--- src/rtl/nand_latch_sequencer.sv ---
// ONFI command/address latch sequencer: one start issues cmd0, up to MAX_ADDR
// address bytes and an optional confirm command, each as a SETUP/WP/HOLD beat.
module nand_latch_sequencer #(
    parameter int DQ_W     = 8,
    parameter int MAX_ADDR = 5,
    parameter int T_SETUP  = 1,
    parameter int T_WP     = 2,
    parameter int T_WH     = 2,
    localparam int CNT_W   = $clog2(MAX_ADDR + 1)
) (
    input  logic                     clk,
    input  logic                     rst,
    input  logic                     start,
    input  logic [DQ_W-1:0]          cmd0,
    input  logic [MAX_ADDR*DQ_W-1:0] addr,
    input  logic [CNT_W-1:0]         addr_cnt,
    input  logic                     cmd1_en,
    input  logic [DQ_W-1:0]          cmd1,
    output logic                     busy,
    output logic                     done,
    output logic                     err,
    output logic                     cle,
    output logic                     ale,
    output logic                     we_n,
    output logic [DQ_W-1:0]          dq_out,
    output logic                     dq_oe
);
    localparam int PH_W   = 8;
    localparam int BEAT_W = $clog2(MAX_ADDR + 3);

    typedef enum logic [1:0] {S_IDLE, S_SETUP, S_WP, S_HOLD} state_t;

    state_t                   state_q, state_d;
    logic [PH_W-1:0]          phase_q, phase_d;
    logic [BEAT_W-1:0]        beat_q, beat_d;
    logic [DQ_W-1:0]          cmd0_q, cmd0_d, cmd1_q, cmd1_d;
    logic                     cmd1_en_q, cmd1_en_d;
    logic [MAX_ADDR*DQ_W-1:0] addr_q, addr_d;
    logic [CNT_W-1:0]         addr_cnt_q, addr_cnt_d;
    logic                     busy_q, busy_d, done_q, done_d, err_q, err_d;
    logic                     cle_q, cle_d, ale_q, ale_d, we_n_q, we_n_d, dq_oe_q, dq_oe_d;
    logic [DQ_W-1:0]          dq_out_q, dq_out_d;
    logic [BEAT_W-1:0]        last_beat;
    logic                     beat_is_cmd;
    logic [DQ_W-1:0]          beat_byte;

    assign last_beat = BEAT_W'(addr_cnt_q) + BEAT_W'(cmd1_en_q);

    always_comb begin
        state_d    = state_q;
        phase_d    = phase_q;
        beat_d     = beat_q;
        cmd0_d     = cmd0_q;
        cmd1_d     = cmd1_q;
        cmd1_en_d  = cmd1_en_q;
        addr_d     = addr_q;
        addr_cnt_d = addr_cnt_q;
        err_d      = 1'b0;
        done_d     = 1'b0;
        unique case (state_q)
            S_IDLE: begin
                if (start) begin
                    if (addr_cnt > CNT_W'(MAX_ADDR)) begin
                        err_d = 1'b1;
                    end else begin
                        cmd0_d     = cmd0;
                        cmd1_d     = cmd1;
                        cmd1_en_d  = cmd1_en;
                        addr_d     = addr;
                        addr_cnt_d = addr_cnt;
                        state_d    = S_SETUP;
                        phase_d    = '0;
                        beat_d     = '0;
                    end
                end
            end
            S_SETUP: begin
                if (phase_q == PH_W'(T_SETUP - 1)) begin
                    state_d = S_WP;
                    phase_d = '0;
                end else begin
                    phase_d = phase_q + PH_W'(1);
                end
            end
            S_WP: begin
                if (phase_q == PH_W'(T_WP - 1)) begin
                    state_d = S_HOLD;
                    phase_d = '0;
                end else begin
                    phase_d = phase_q + PH_W'(1);
                end
            end
            S_HOLD: begin
                if (phase_q == PH_W'(T_WH - 1)) begin
                    phase_d = '0;
                    if (beat_q == last_beat) begin
                        state_d = S_IDLE;
                        beat_d  = '0;
                        done_d  = 1'b1;
                    end else begin
                        state_d = S_SETUP;
                        beat_d  = beat_q + BEAT_W'(1);
                    end
                end else begin
                    phase_d = phase_q + PH_W'(1);
                end
            end
            default: state_d = S_IDLE;
        endcase

        // Pad outputs are derived from the next state so they land registered with it.
        beat_is_cmd = (beat_d == '0) || (beat_d > BEAT_W'(addr_cnt_d));
        beat_byte   = (beat_d == '0) ? cmd0_d : cmd1_d;
        for (int i = 0; i < MAX_ADDR; i++) begin
            if (beat_d == BEAT_W'(i + 1) && !beat_is_cmd) begin
                beat_byte = addr_d[i*DQ_W +: DQ_W];
            end
        end
        busy_d   = (state_d != S_IDLE);
        cle_d    = busy_d && beat_is_cmd;
        ale_d    = busy_d && !beat_is_cmd;
        we_n_d   = (state_d != S_WP);
        dq_oe_d  = busy_d;
        dq_out_d = busy_d ? beat_byte : '0;
    end

    always_ff @(posedge clk) begin
        if (rst) begin
            state_q    <= S_IDLE;
            phase_q    <= '0;
            beat_q     <= '0;
            cmd0_q     <= '0;
            cmd1_q     <= '0;
            cmd1_en_q  <= 1'b0;
            addr_q     <= '0;
            addr_cnt_q <= '0;
            busy_q     <= 1'b0;
            done_q     <= 1'b0;
            err_q      <= 1'b0;
            cle_q      <= 1'b0;
            ale_q      <= 1'b0;
            we_n_q     <= 1'b1;
            dq_out_q   <= '0;
            dq_oe_q    <= 1'b0;
        end else begin
            state_q    <= state_d;
            phase_q    <= phase_d;
            beat_q     <= beat_d;
            cmd0_q     <= cmd0_d;
            cmd1_q     <= cmd1_d;
            cmd1_en_q  <= cmd1_en_d;
            addr_q     <= addr_d;
            addr_cnt_q <= addr_cnt_d;
            busy_q     <= busy_d;
            done_q     <= done_d;
            err_q      <= err_d;
            cle_q      <= cle_d;
            ale_q      <= ale_d;
            we_n_q     <= we_n_d;
            dq_out_q   <= dq_out_d;
            dq_oe_q    <= dq_oe_d;
        end
    end

    assign busy   = busy_q;
    assign done   = done_q;
    assign err    = err_q;
    assign cle    = cle_q;
    assign ale    = ale_q;
    assign we_n   = we_n_q;
    assign dq_out = dq_out_q;
    assign dq_oe  = dq_oe_q;
endmodule

--- config.mk ---
export PLATFORM = sky130hd
export DESIGN_NAME = nand_latch_sequencer
export DESIGN_NICKNAME = d
export VERILOG_FILES = /design/src/rtl/nand_latch_sequencer.sv
export SDC_FILE = /design/constraint.sdc
export NUM_CORES = 1
export LEC_CHECK = 0
export ABC_AREA = 1
export BUFFER_PORTS_ARGS = -buffer_cell sky130_fd_sc_hd__buf_2
export CAP_MARGIN = 25
export CORE_MARGIN = 1
export CORE_UTILIZATION = 60
export CTS_CLUSTER_SIZE = 20
export DETAILED_ROUTE_END_ITERATION = 8
export GPL_ROUTABILITY_DRIVEN = 1
export PLACE_DENSITY = 0.81
export SETUP_SLACK_MARGIN = 0.15
export SLEW_MARGIN = 20
export SYNTH_ARGS = -nofsm -noshare
export SYNTH_HDL_FRONTEND = slang
export SYNTH_SLANG_ARGS = --single-unit
export TNS_END_PERCENT = 5
--- constraint.sdc ---
create_clock -name clk -period 8.6 [get_ports clk]
set_input_delay 0.43 -clock clk [delete_from_list [all_inputs] [get_ports clk]]
set_output_delay 0.43 -clock clk [all_outputs]
set_load 0.05 [all_outputs]
; ---- Word-level counts from Yosys, hierarchy flattened
; Index checks and enable logic that the tools add are counted.
[classes]
n_mux = 37
eq_ne = 13
reduce_logical = 19
n_lt_le_gt_ge = 2
bitwise = 6
add_sub_neg = 3
[op_table]
columns = op, n
row1 = $mux 8, 16
row2 = $mux 40, 3
row3 = $pmux 8 s3, 1
row4 = $mux 3, 7
row5 = $mux 2, 5
row6 = $add 8x1->8 const B, 1
row7 = $eq 8x1->1 const B, 1
row8 = $logic_not 8->1, 1
row9 = $pmux 2 s4, 1
row10 = $logic_and 1x1->1, 7
row11 = $eq 3x2->1 const B, 2
row12 = $eq 3x3->1 const B, 2
row13 = $ne 2x2->1 const B, 3
row14 = $not 1->1, 6
row15 = $pmux 3 s2, 1
row16 = $reduce_or 3->1, 2
row17 = $eq 2x2->1 const B, 2
row18 = $reduce_or 2->1, 2
row19 = $add 3x1->3, 1
row20 = $add 3x1->3 const B, 1
row21 = $eq 3x1->1 const B, 1
row22 = $eq 3x3->1, 1
row23 = $gt 3x3->1, 1
row24 = $gt 3x3->1 const B, 1
row25 = other kinds (9), 11
[word_totals]
out_inout_bits = 15
ff_bits = 87
inputBits = 63
word_cells = 95

; ---- Depth between registers and ports, before layout
; Gate-level depths: netlist of run 1.
[logic_depth]
depth_word = 14
ltp_mapped = 24

; ---- Worst setup path after synthesis of run 1
; Ideal clock, no wire load.
[synth_path]
kind = register to register
from = register state_q[0]
to = register dq_out_q[0], in the netlist dq_out[0]
setup_slack_ps = 5754
setup_ps = 117
t_arrival_ps = 2728
path_stages_with_launch = 19
path_cell_list = dfxtp_1 -> inv_1 -> ha_1 -> inv_1 -> nor2_1 -> buf_2 -> buf_2 -> or2_2 -> o21ai_0 -> inv_1 -> ha_1 -> nand4_1 -> nand2_4 -> buf_2 -> nand3_1 -> nand2_1 -> inv_1 -> a21oi_1 -> nor2_1
[synth_between]
elab_chain_len = 11
word_cells_on_any_way = 38
[synth_lines]
columns = element, line
row1 = "start, declared", 33  ; state_t state_q, state_d;
row2 = "start signal, assigned", 146  ; state_q <= state_d;
row3 = $logic_not 2->1 (*), 60  ; unique case (state_q)
row4 = $mux 3 (*), 60
row5 = net addr_cnt_d[0], 39  ; logic [CNT_W-1:0] addr_cnt_q, addr_cnt_d;
row6 = $gt 3x3->1 (*), 112  ; beat_is_cmd = (beat_d == '0) || (beat_d > BEAT_W'(addr_cnt_d));
row7 = $logic_or 1x1->1 (*), 112
row8 = $logic_not 1->1 (*), 115  ; if (beat_d == BEAT_W'(i + 1) && !beat_is_cmd) begin
row9 = $logic_and 1x1->1, 115
row10 = $mux 8 (4 in series), 115
row11 = $mux 8 (*), 115
row12 = "end signal, assigned", 160  ; dq_out_q <= dq_out_d;
row13 = "end, declared", 42  ; logic [DQ_W-1:0] dq_out_q, dq_out_d;
; Mark *: on every way through the listed nets, which the timed path passes. The rest lies on a longest branch.
; A chain may end at the register's enable or synchronous reset.

; ---- Worst setup path in the final report of run 1
[layout_path]
from = register state_q[0]
to = register dq_out_q[7], in the netlist dq_out[7]
; The elaborated chain is that of the path after synthesis.

==> results of run 1 <==
## power by group through the flow
stage	Sequential (mW)	Clock [mW]	Combinational (mW)
2_1_floorplan	0.487	0	0.187
3_3_place_gp	0.462	0	0.267
3_5_place_dp	0.464	0	0.274
4_1_cts	0.455	0.356	0.275
5_1_grt	0.458	0.370	0.306
6_report	0.455	0.350	0.276
## critical path: cells and delay by family (launching register included)
| kind | cells | cell delay, ns |
|---|---|---|
| buf+inv | 5 | 1.35 |
| compound gates | 2 | 0.54 |
| flops | 1 | 0.35 |
| simple gates | 7 | 1.05 |
| fa+ha+maj | 2 | 0.53 |
## layer usage
layer,vias up,GRT usage (%),part of all wire [%]
li1,1898,-,-
met1,1671,32.5,45
met2,94,42.9,48
met3,21,5.52,4.4
met4,0,11.7,2.6
met5,-,0,0
## layout by cell type (no fill, tap or decap), types with 3 or more instances in the layout
master     instances
or2_2              9
a221oi_1           3
buf_2             77
bufinv_16          3
dfxtp_1           87
mux2i_1           48
o21ai_0           40
ha_1              12
o22ai_1            3
inv_1             55
nor2_1            86
a21oi_1           15
nand2_2            6
nand4_1            3
nand3_1           39
nand2_4            6
clkbuf_8           9
nor3_1             5
nand2_1           78
## cell families (layout without fill, tap and decap cells)
| kind of cell | Yosys count | in the layout | share of synthesized area, % |
|---|---|---|---|
| compound gates | 67 | 67 | 8.63 |
| xor+xnor | 2 | 2 | 0.411 |
| fa+ha+maj | 12 | 12 | 3.52 |
| buf+inv | 78 | 153 | 7.61 |
| flops | 87 | 87 | 40.9 |
| mux | 48 | 48 | 11.3 |
| simple gates | 248 | 248 | 27.7 |
## cell usage after synthesis (2+ instances only)
master     n
nor3_4     2
or2_2      9
o21ai_1    2
nor3_1     5
a221oi_1   3
buf_1      3
nor2_1    87
dfxtp_1   87
mux2i_1   48
buf_6      3
ha_1      12
nand2_2    6
nor2_2     2
inv_2      2
a21oi_1   15
buf_2      4
nand2_1   78
nand3_2    2
o22ai_1    3
clkbuf_1   9
nand3_1   39
nand4_1    3
or2_1      2
nand2_4    6
o21ai_0   40
inv_1     55
## final timing paths
kind / endpoint / cells past startpoint
worst min-delay path: cmd1_en_q / 3
worst min register to register: phase_q[1] / 2
worst max register to register: dq_out[7] / 16
worst max-delay path: dq_out[7] / 16
## per-stage QoR
| step | setup slack (ns) | hold WS (ns) | utilization, % |
|---|---|---|---|
| 6_report | 4.58 | 0.311 | 72.2 |
| 5_1_grt | 4.11 | 0.318 | 72.2 |
| 4_1_cts | 4.61 | 0.305 | 72.2 |
| 3_5_place_dp | 4.63 | 0.472 | 68.5 |
| 3_3_place_gp | 4.85 | 0.467 | 68.5 |
| 2_1_floorplan | 5.75 | 0.449 | - |
## area by class of cell
cell class | count | share of cell area [%]
inverters | 58 | 4.41
flip-flops and latches | 87 | 35.3
clock buffers | 9 | 2.51
clock inverters | 7 | 2.59
repair buffers | 79 | 8.12
multi-input cells | 377 | 44.6
well taps | 96 | 2.43
## state kept, by name, indices dropped and copies added, names as in the netlist, 2 cells and up
signal and flops:
phase_q 8, addr_q 40, addr_cnt_q 3, cmd1_q 8, state_q 2, beat_q 3, dq_out 8, cmd0_q 8
==> run summary, run 1 <==
PD cells: 219 nW/um^2
CP startpoint: state_q[0]
Sw Ratio: 31.9%
Reg2Reg Setup Slack: 4.58 ns
Wire per inst: 12.9 um
Synth top area share: 40.9%
WS Path Type: reg -> reg
Power Internal: 0.736 mW
HP Start: cmd1_en
RSZ-0062 raised after global routing: false
Critical Path RT: 8.85 ns
Die X: 86.3 um
Post-synthesis sequential area ratio: 40.9%
DR iter-0 viols: 257
Max Fclk: 0.249 GHz
Cell taking the most area after synthesis: dfxtp_1
Worst-margin pin slew: 0.857 ns
Initial Util: 62.4%
Critical path peak fanout: 59
Max stage delay on crit path: 0.65 ns
GP Congestion: 0.877
DIE HEIGHT: 86.3 um
Async SR Flop Fraction: 0%
Reg power frac: 42.1%
CTS Hold Bufs: 0
Setup tns final: 0 ns
Syn Nets: 617
Post-route clock period utilization: 46.7%
Comb pwr share: 25.5%
Synth Register Bits: 87
Flip-flop and latch area: 1740 sq um
EDFF count, synth: 0
Num CTS Buffers: 9
Final HPWL DP: 6780 um
Total of max-cap violations: 0
Post-Route WL: 9230 um
Final hold violations: 0
Slew HR: 42.9%
DP Cell Count: 697
Most used cell, CP: inv_1
Fin area: 4930 sq um
Port Buffers: 77
CP Capture Type: flip-flop
Post-CTS Setup Bufs: 0
Root Buffer: clkbuf_8
Core ar.: 6830 sq um
Primary FF master, synth: dfxtp_1
Num rows: 30
Post_cts resized: 0
Clock share of power: 32.4%
First-pass GRT wire length: 15100 um
Routed vias: 3684
Mapped cell area: 4260 sq um
Nets: 687
Area grow syn2layout: 15.8%
# fillers: 552
Final setup viols: 0
WP data arrival: 4.26 ns
CTS tree: yes
Initial antenna violation count: 0
Clock Latency Late Sink: 0.36 ns
Reg2reg start: state_q[0]
Placed Area: 4680 sq um
Syn avg cell area: 7.86 sq um
CTS sink count: 87
Share of layout cells above drive strength 1: 21.1%
Antenna Nets Post-Route: 0
Grt ovf: 0
Lkg Pwr: 2.33 nW
Psw: 0.345 mW
Ys Warns: 0
TritonRoute pass-1 iters: 6
Total die area: 7440 sq um
Synth cell types: 41
Status: finished clean
Post-route insts no fill: 713
Synthesized instance count: 542
Worst path slowest cell: buf_4
Gr usage total: 25.9%
Worst IR Drop VDD: 0.147 mV
Max-slew violation count: 0
Pwr Total: 1.08 mW
Vias in the first global route: 3400
Post-layout min period: 4.02 ns
Htree depth: 3
IO Pins: 78
Area of the multi-input gates: 2200 sq um
Synth top area cells: dfxtp_1 (41%), mux2i_1 (11%), nor2_1 (7.7%)
Largest net degree at the start of global routing: 74
Cells along the critical path: inv_1 > ha_1 > inv_1 > nor2_4 > buf_4 > inv_1 > o21ai_0 > inv_1 > ha_1 > nand4_1 > nand2_4 > nand2_2 > nand3_1 > nand2_1 > a21oi_1 > nor2_1
Min-Delay Path Class: in -> reg
Clock skew: 0.0129 ns
Inserted Diodes: 0
Clk pin slew, worst setup/hold paths: 0.09 ns
Remaining DRCs: 0
CTS Buffer Depth: 2
Startpoint class of the critical path: flip-flop
Via/cell ratio: 5.17
Power figures use the tool's default switching activity.
==> run 2, diff against run 1 <==
- CORE_UTILIZATION: 60 -> 56
- PLACE_DENSITY: 0.81 -> 0.76
- clock period: 8.6 -> 4.2 ns (I/O delays scaled with it)
==> run summary, run 2 (synthesis gave the netlist of run 1 again) <==
DR iter-0 viols: 275 (+7.0%)
DIE HEIGHT: 89.2 um (+3.4%)
Fin area: 4870 sq um (-1.2%)
Largest net degree at the start of global routing: 58 (-22%)
Critical path peak fanout: 23 (-61%)
Routed vias: 3700 (+0.43%)
WS Path Type: reg -> reg
Via/cell ratio: 5.17 (about the same)
Gr usage total: 24.5% (-1.4 points)
PD cells: 421 nW/um^2 (+92%)
# fillers: 668 (+21%)
Status: finished clean
Clock Latency Late Sink: 0.36 ns (about the same)
Htree depth: 3 (unchanged)
Slew HR: 42.6% (-0.30 points)
IO Pins: 78 (unchanged)
Min-Delay Path Class: in -> reg
Initial antenna violation count: 0 (unchanged)
Root Buffer: clkbuf_8
Most frequent cells in the layout: dfxtp_1 (87), nor2_1 (86), nand2_1 (78)
CP Capture Type: flip-flop
Flip-flop and latch area: 1740 sq um (unchanged)
CTS Buffer Depth: 2 (unchanged)
Max stage delay on crit path: 0.35 ns (-0.30 ns)
Num rows: 31 (+3.3%)
Total die area: 7960 sq um (+7.0%)
RSZ-0062 raised after global routing: false
Wire per inst: 13.1 um (+0.89%)
Worst path slowest cell: ha_1
Antenna Nets Post-Route: 0 (unchanged)
Area of the multi-input gates: 2200 sq um (unchanged)
Max-slew violation count: 0 (unchanged)
Critical Path RT: 4.50 ns (-4.35 ns)
Cells along the critical path: ha_1 > ha_1 > inv_1 > nand2_1 > nand2_1 > nor2_1 > nand3_2 > and2_1 > nand2_1 > nand2_4 > ha_1 > nand3_1 > nand2_1 > inv_1 > nand2_2 > nand2_4 > nand2_2 > o21ai_0 > inv_1 > nand2_1 > a21oi_1 > nor2_1
Inserted Diodes: 0 (unchanged)
HP Start: addr[27]
Vias in the first global route: 3267 (-3.9%)
Share of layout cells above drive strength 1: 21.1% (unchanged)
GP Congestion: 0.879 (+0.26%)
Post-CTS Setup Bufs: 0 (unchanged)
Max FFs per register: 40 (unchanged)
Post_cts resized: 0 (unchanged)
Startpoint class of the critical path: flip-flop
Post-route clock period utilization: 78.9% (+32 points)
Post-Route WL: 9350 um (+1.3%)
CTS sink count: 87 (unchanged)
Worst IR Drop VDD: 0.233 mV (+58%)
Commonest non-fill, non-tap cell in the layout: dfxtp_1
Most used cell, CP: nand2_1
CTS tree: yes
Port Buffers: 77 (unchanged)
Max Fclk: 0.302 GHz (+21%)
Core ar.: 7290 sq um (+6.7%)
First-pass GRT wire length: 14800 um (-1.8%)
Final HPWL DP: 6940 um (+2.3%)
Die X: 89.2 um (+3.4%)
WP data arrival: 3.61 ns (-0.65 ns)
Nets: 687 (unchanged)
Lkg Pwr: 2.29 nW (-1.5%)
Remaining DRCs: 0 (unchanged)
Area grow syn2layout: 14.4%
Reg2reg start: cmd1_en_q
Final setup viols: 0 (unchanged)
Grt ovf: 0 (unchanged)
Most flops, register: addr_q
Placed Area: 4690 sq um (about the same)
Num CTS Buffers: 9 (unchanged)
Clk pin slew, worst setup/hold paths: 0.10 ns (about the same)
Total of max-cap violations: 0 (unchanged)
Final hold violations: 0 (unchanged)
CTS Hold Bufs: 0 (unchanged)
Clock skew: 0.00953 ns (-0.00334 ns)
Post-layout min period: 3.32 ns (-0.702 ns)
CP startpoint: cmd1_en_q
Initial Util: 58.4% (-3.9 points)
TritonRoute pass-1 iters: 4 (-2)
Worst-margin pin slew: 0.862 ns (+0.00450 ns)
Setup tns final: 0 ns (unchanged)
## run 2: changes by cell type in the layout (fill, tap and decap cells not counted), sizes merged
cell / change
bufinv: -3
clkinv: +1
clkinvlp: +2
## run 2: worst paths after layout
kind | end | slack (ns) | depth (start not counted)
worst max register to register | dq_out[4] | 0.88 | 22
worst min-delay path | addr_q[27] | 0.11 | 3
worst max-delay path | dq_out[4] | 0.88 | 22
worst min register to register | cmd1_q[7] | 0.50 | 2
## run 2: layout make-up
class,count,share of cell area (%)
clock buffers,9,2.54
repair buffers,79,8.21
well taps,99,2.54
clock inverters,7,1.33
multi-input cells,377,45.2
flip-flops and latches,87,35.7
inverters,58,4.47
## run 2: worst max-delay path, delay by kind of cell (launching register included)
family          cells  cell delay, ns
compound gates      2            0.33
fa+ha+maj           3            0.85
buf+inv             3            0.17
flops               1            0.32
simple gates       14            1.57
## run 2: stage by stage
stage,utilization [%],setup slack [ns],hold slack (ns),cells,total power [mW]
floorplan,-,1.35,0.345,542,1.38
global placement,64.3,1.08,0.467,700,1.50
detailed placement,64.3,0.952,0.481,700,1.52
CTS,66.8,0.921,0.104,716,2.07
global route,66.8,0.525,0.108,716,2.17
finish,66.8,0.885,0.113,716,2.05
## run 2: power breakdown
part	switching, mW	total (mW)	internal (mW)
Sequential	0.0244	0.929	0.904
Clock	0.325	0.552	0.227
Combinational	0.372	0.570	0.198
## run 2: layer usage
metal  wire length (um)  part of all wire, %  GRT usage [%]  vias to the layer above
met2               4340                   46           39.1                      105
met3                429                  4.6           4.99                       11
met1               4450                   48           33.1                     1682
li1                   -                    -              -                     1902
met5                  0                    0              0                        -
met4                127                  1.4           8.51                        0
==> run 3, diff against run 2 <==
- ABC_AREA: 1 -> 0
- CORE_UTILIZATION: 56 -> 50
- PLACE_DENSITY: 0.76 -> 0.72
- clock period: 4.2 -> 3 ns (I/O delays scaled with it)
==> run summary, run 3 <==
Cell taking the most area after synthesis: dfxtp_1
First-pass GRT wire length: 18700 um (+26%)
Clock Latency Late Sink: 0.36 ns (about the same)
Inserted Diodes: 0 (unchanged)
CTS tree: yes
DIE HEIGHT: 94.8 um (+6.3%)
Critical path peak fanout: 5 (-78%)
Syn avg cell area: 8.79 sq um (+12%)
Met1 WL: 4790 um (+7.5%)
Grt ovf: 0 (unchanged)
Comb pwr share: 15.8% (-12 points)
HP Start: cmd1_en
Final hold violations: 0 (unchanged)
Post-synthesis sequential area ratio: 40.4% (-0.46 points)
Most frequent cell after synthesis: dfxtp_1
Root Buffer: clkbuf_8
Max FFs per register: 40 (unchanged)
Worst IR Drop VDD: 0.332 mV (+42%)
PD cells: 459 nW/um^2 (+9.0%)
IO Pins: 78 (unchanged)
Nets: 671 (-2.3%)
Post-Route WL: 11300 um (+21%)
EDFF count, synth: 0 (unchanged)
Fin area: 5530 sq um (+13%)
Critical Path RT: 3.27 ns (-1.23 ns)
Routed vias: 4036 (+9.1%)
Largest net degree at the start of global routing: 67 (+16%)
Num CTS Buffers: 9 (unchanged)
Clock share of power: 35.5% (+8.6 points)
CTS Hold Bufs: 0 (unchanged)
Reg2reg start: state_q[1]
Via/cell ratio: 5.72 (+11%)
WS Path Type: reg -> reg
Lkg Pwr: 2.38 nW (+3.8%)
Slew HR: 51.7% (+9.2 points)
Synthesized instance count: 490 (-9.6%)
Startpoint class of the critical path: flip-flop
PnR worst setup slack: -0.0124 ns (-0.897 ns)
Syn Nets: 565 (-8.4%)
DR iter-0 viols: 178 (-35%)
Total die area: 8990 sq um (+13%)
Core ar.: 8260 sq um (+13%)
Port Buffers: 77 (unchanged)
Hold EP: cmd1_en_q
Area grow syn2layout: 28.3%
Reg2Reg Setup Slack: -0.01 ns (-0.90 ns)
Num rows: 33 (+6.5%)
Gr usage total: 26.8% (+2.3 points)
Synth top area share: 40.4% (-0.46 points)
Worst R2R End: dq_out[2]
Max Fclk: 0.332 GHz (+10%)
Top Metal Used: met4
CTS Buffer Depth: 2 (unchanged)
Initial antenna violation count: 0 (unchanged)
Total of max-cap violations: 0 (unchanged)
Ys Warns: 0 (unchanged)
Share of layout cells above drive strength 1: 33.8% (+13 points)
Vias in the first global route: 3991 (+22%)
WP data arrival: 3.28 ns (-0.33 ns)
Synth top area cells: dfxtp_1 (40%), mux2i_1 (8.8%), nand2_1 (6.2%)
Sw Ratio: 27.1% (-8.1 points)
Psw: 0.687 mW (-4.8%)
Most frequent cells in the layout: dfxtp_1 (79), buf_2 (78), nand2_1 (67)
Synth Register Bits: 87 (unchanged)
Final HPWL DP: 7950 um (+15%)
Primary FF master, synth: dfxtp_1
Antenna Nets Post-Route: 0 (unchanged)
Wire per inst: 16.1 um (+23%)
Die X: 94.8 um (+6.3%)
CP startpoint: state_q[1]
Mapped cell area: 4310 sq um (+1.1%)
Post-route clock period utilization: 100% (+21 points)
Htree depth: 3 (unchanged)
Initial Util: 52.2% (-6.2 points)
Post-layout util: 67.0% (+0.12 points)
CP Capture Type: flip-flop
Max-slew violation count: 0 (unchanged)
TritonRoute pass-1 iters: 4 (unchanged)
RSZ-0062 raised after global routing: true
Commonest non-fill, non-tap cell in the layout: dfxtp_1
Clock skew: 0.0147 ns (+0.00513 ns)
Worst-margin pin slew: 0.724 ns (-0.138 ns)
Async SR Flop Fraction: 0% (unchanged)
Met3 wire length: 479 um (+12%)
Final setup viols: 1 (+1)
Reg power frac: 48.7% (+3.4 points)
GP Congestion: 0.887 (+0.92%)
Power Internal: 1.85 mW (+39%)
Min-Delay Path Class: in -> reg
Status: complete, but fails checks
Setup tns final: -0.0124 ns (-0.0124 ns)
Most frequent cells after synthesis: dfxtp_1 (87), nand2_1 (71), nor2_1 (53)
Clk pin slew, worst setup/hold paths: 0.09 ns (about the same)
Post-layout min period: 3.01 ns (-0.303 ns)
Most flops, register: addr_q
Failing checks: negative setup slack
CTS sink count: 87 (unchanged)
Metal2 WL: 5730 um (+32%)
Remaining DRCs: 0 (unchanged)
Reg2Reg Depth: 14 (-36%)
Placed Area: 5030 sq um (+7.4%)
Synth cell types: 62 (+51%)
Hold Path Depth: 3 (unchanged)
Smallest hold slack: 0.0237 ns (-0.0889 ns)
run 3: cell count changes after synthesis, sizes merged, moves of 9 or more:
cell,previous run,this run
inv,57,12
nor2b,0,10
mux2i,48,38
clkbuf,9,19
nand3,42,9
nand2,90,71
a21oi,15,46
o31ai,0,9
or2,11,1
nor2,91,53
a32oi,0,13
o21ai,42,20
run 3: area by class of cell:
class,count,area [sq um]
multi-input cells,358,2590
flip-flops and latches,87,1750
fillers,704,2730
well taps,105,131
inverters,12,47.5
clock buffers,9,124
repair buffers,128,798
clock inverters,6,91.3
run 3: routing by layer:
metal / vias up / global-route usage (%)
met5: - / 0
met4: 0 / 11.7
met3: 29 / 4.35
met2: 114 / 47.0
met1: 1925 / 32.1
li1: 1968 / -
run 3: critical path: stages (launching register included):
cell and delay, ns:
dfxtp_2 0.34, inv_1 0.07, ha_1 0.31, and4b_2 0.33, a21oi_4 0.07, a31oi_4 0.20, inv_4 0.06, ha_4 0.24
nor2_4 0.13, a32oi_4 0.15, nor4b_4 0.19, buf_4 0.17, a211oi_4 0.30, o211ai_1 0.16, a32oi_1 0.21
run 3: worst max-delay path by stage:
stage	slack [ns]	cells after the start	to
floorplan	-0.35	17	dq_out[5]
global placement	-0.001	16	dq_out[1]
detailed placement	-0.14	16	dq_out[2]
CTS	0.07	15	dq_out[2]
global route	-0.17	15	dq_out[2]
finish	-0.01	14	dq_out[2]
run 3: cells by family (layout without fill, tap and decap cells):
kind of cell / count (synthesis) / count (layout) / share of synthesized area, %
AND/OR/NAND/NOR: 172 / 172 / 19.3
AO/OA/AOI/OAI: 126 / 126 / 19.6
buffers and inverters: 45 / 155 / 4.85
adder cells (fa/ha/maj): 12 / 12 / 3.48
flip-flops: 87 / 87 / 40.4
XOR/XNOR: 3 / 3 / 0.929
multiplexers: 45 / 45 / 11.4
run 3: power by group through the flow:
stage / Clock [mW] / Combinational, mW / Sequential (mW)
2_1_floorplan: 0 / 0.228 / 1.27
3_3_place_gp: 0 / 0.363 / 1.26
3_5_place_dp: 0 / 0.370 / 1.26
4_1_cts: 0.917 / 0.396 / 1.24
5_1_grt: 0.964 / 0.438 / 1.24
6_report: 0.900 / 0.400 / 1.24
run 3: what timing repair did:
action                     in CTS  in global routing
cloned                          1                  0
pin swaps                      16                 17
resized for setup              26                 15
buffers inserted                9                  3
setup endpoints to repair       8                 10
run 3: stage by stage:
stage,total power [mW],instances,setup slack (ns)
2_1_floorplan,1.50,490,-0.351
3_3_place_gp,1.62,677,-0.000957
3_5_place_dp,1.63,677,-0.136
4_1_cts,2.55,702,0.0699
5_1_grt,2.64,705,-0.168
6_report,2.54,705,-0.0124
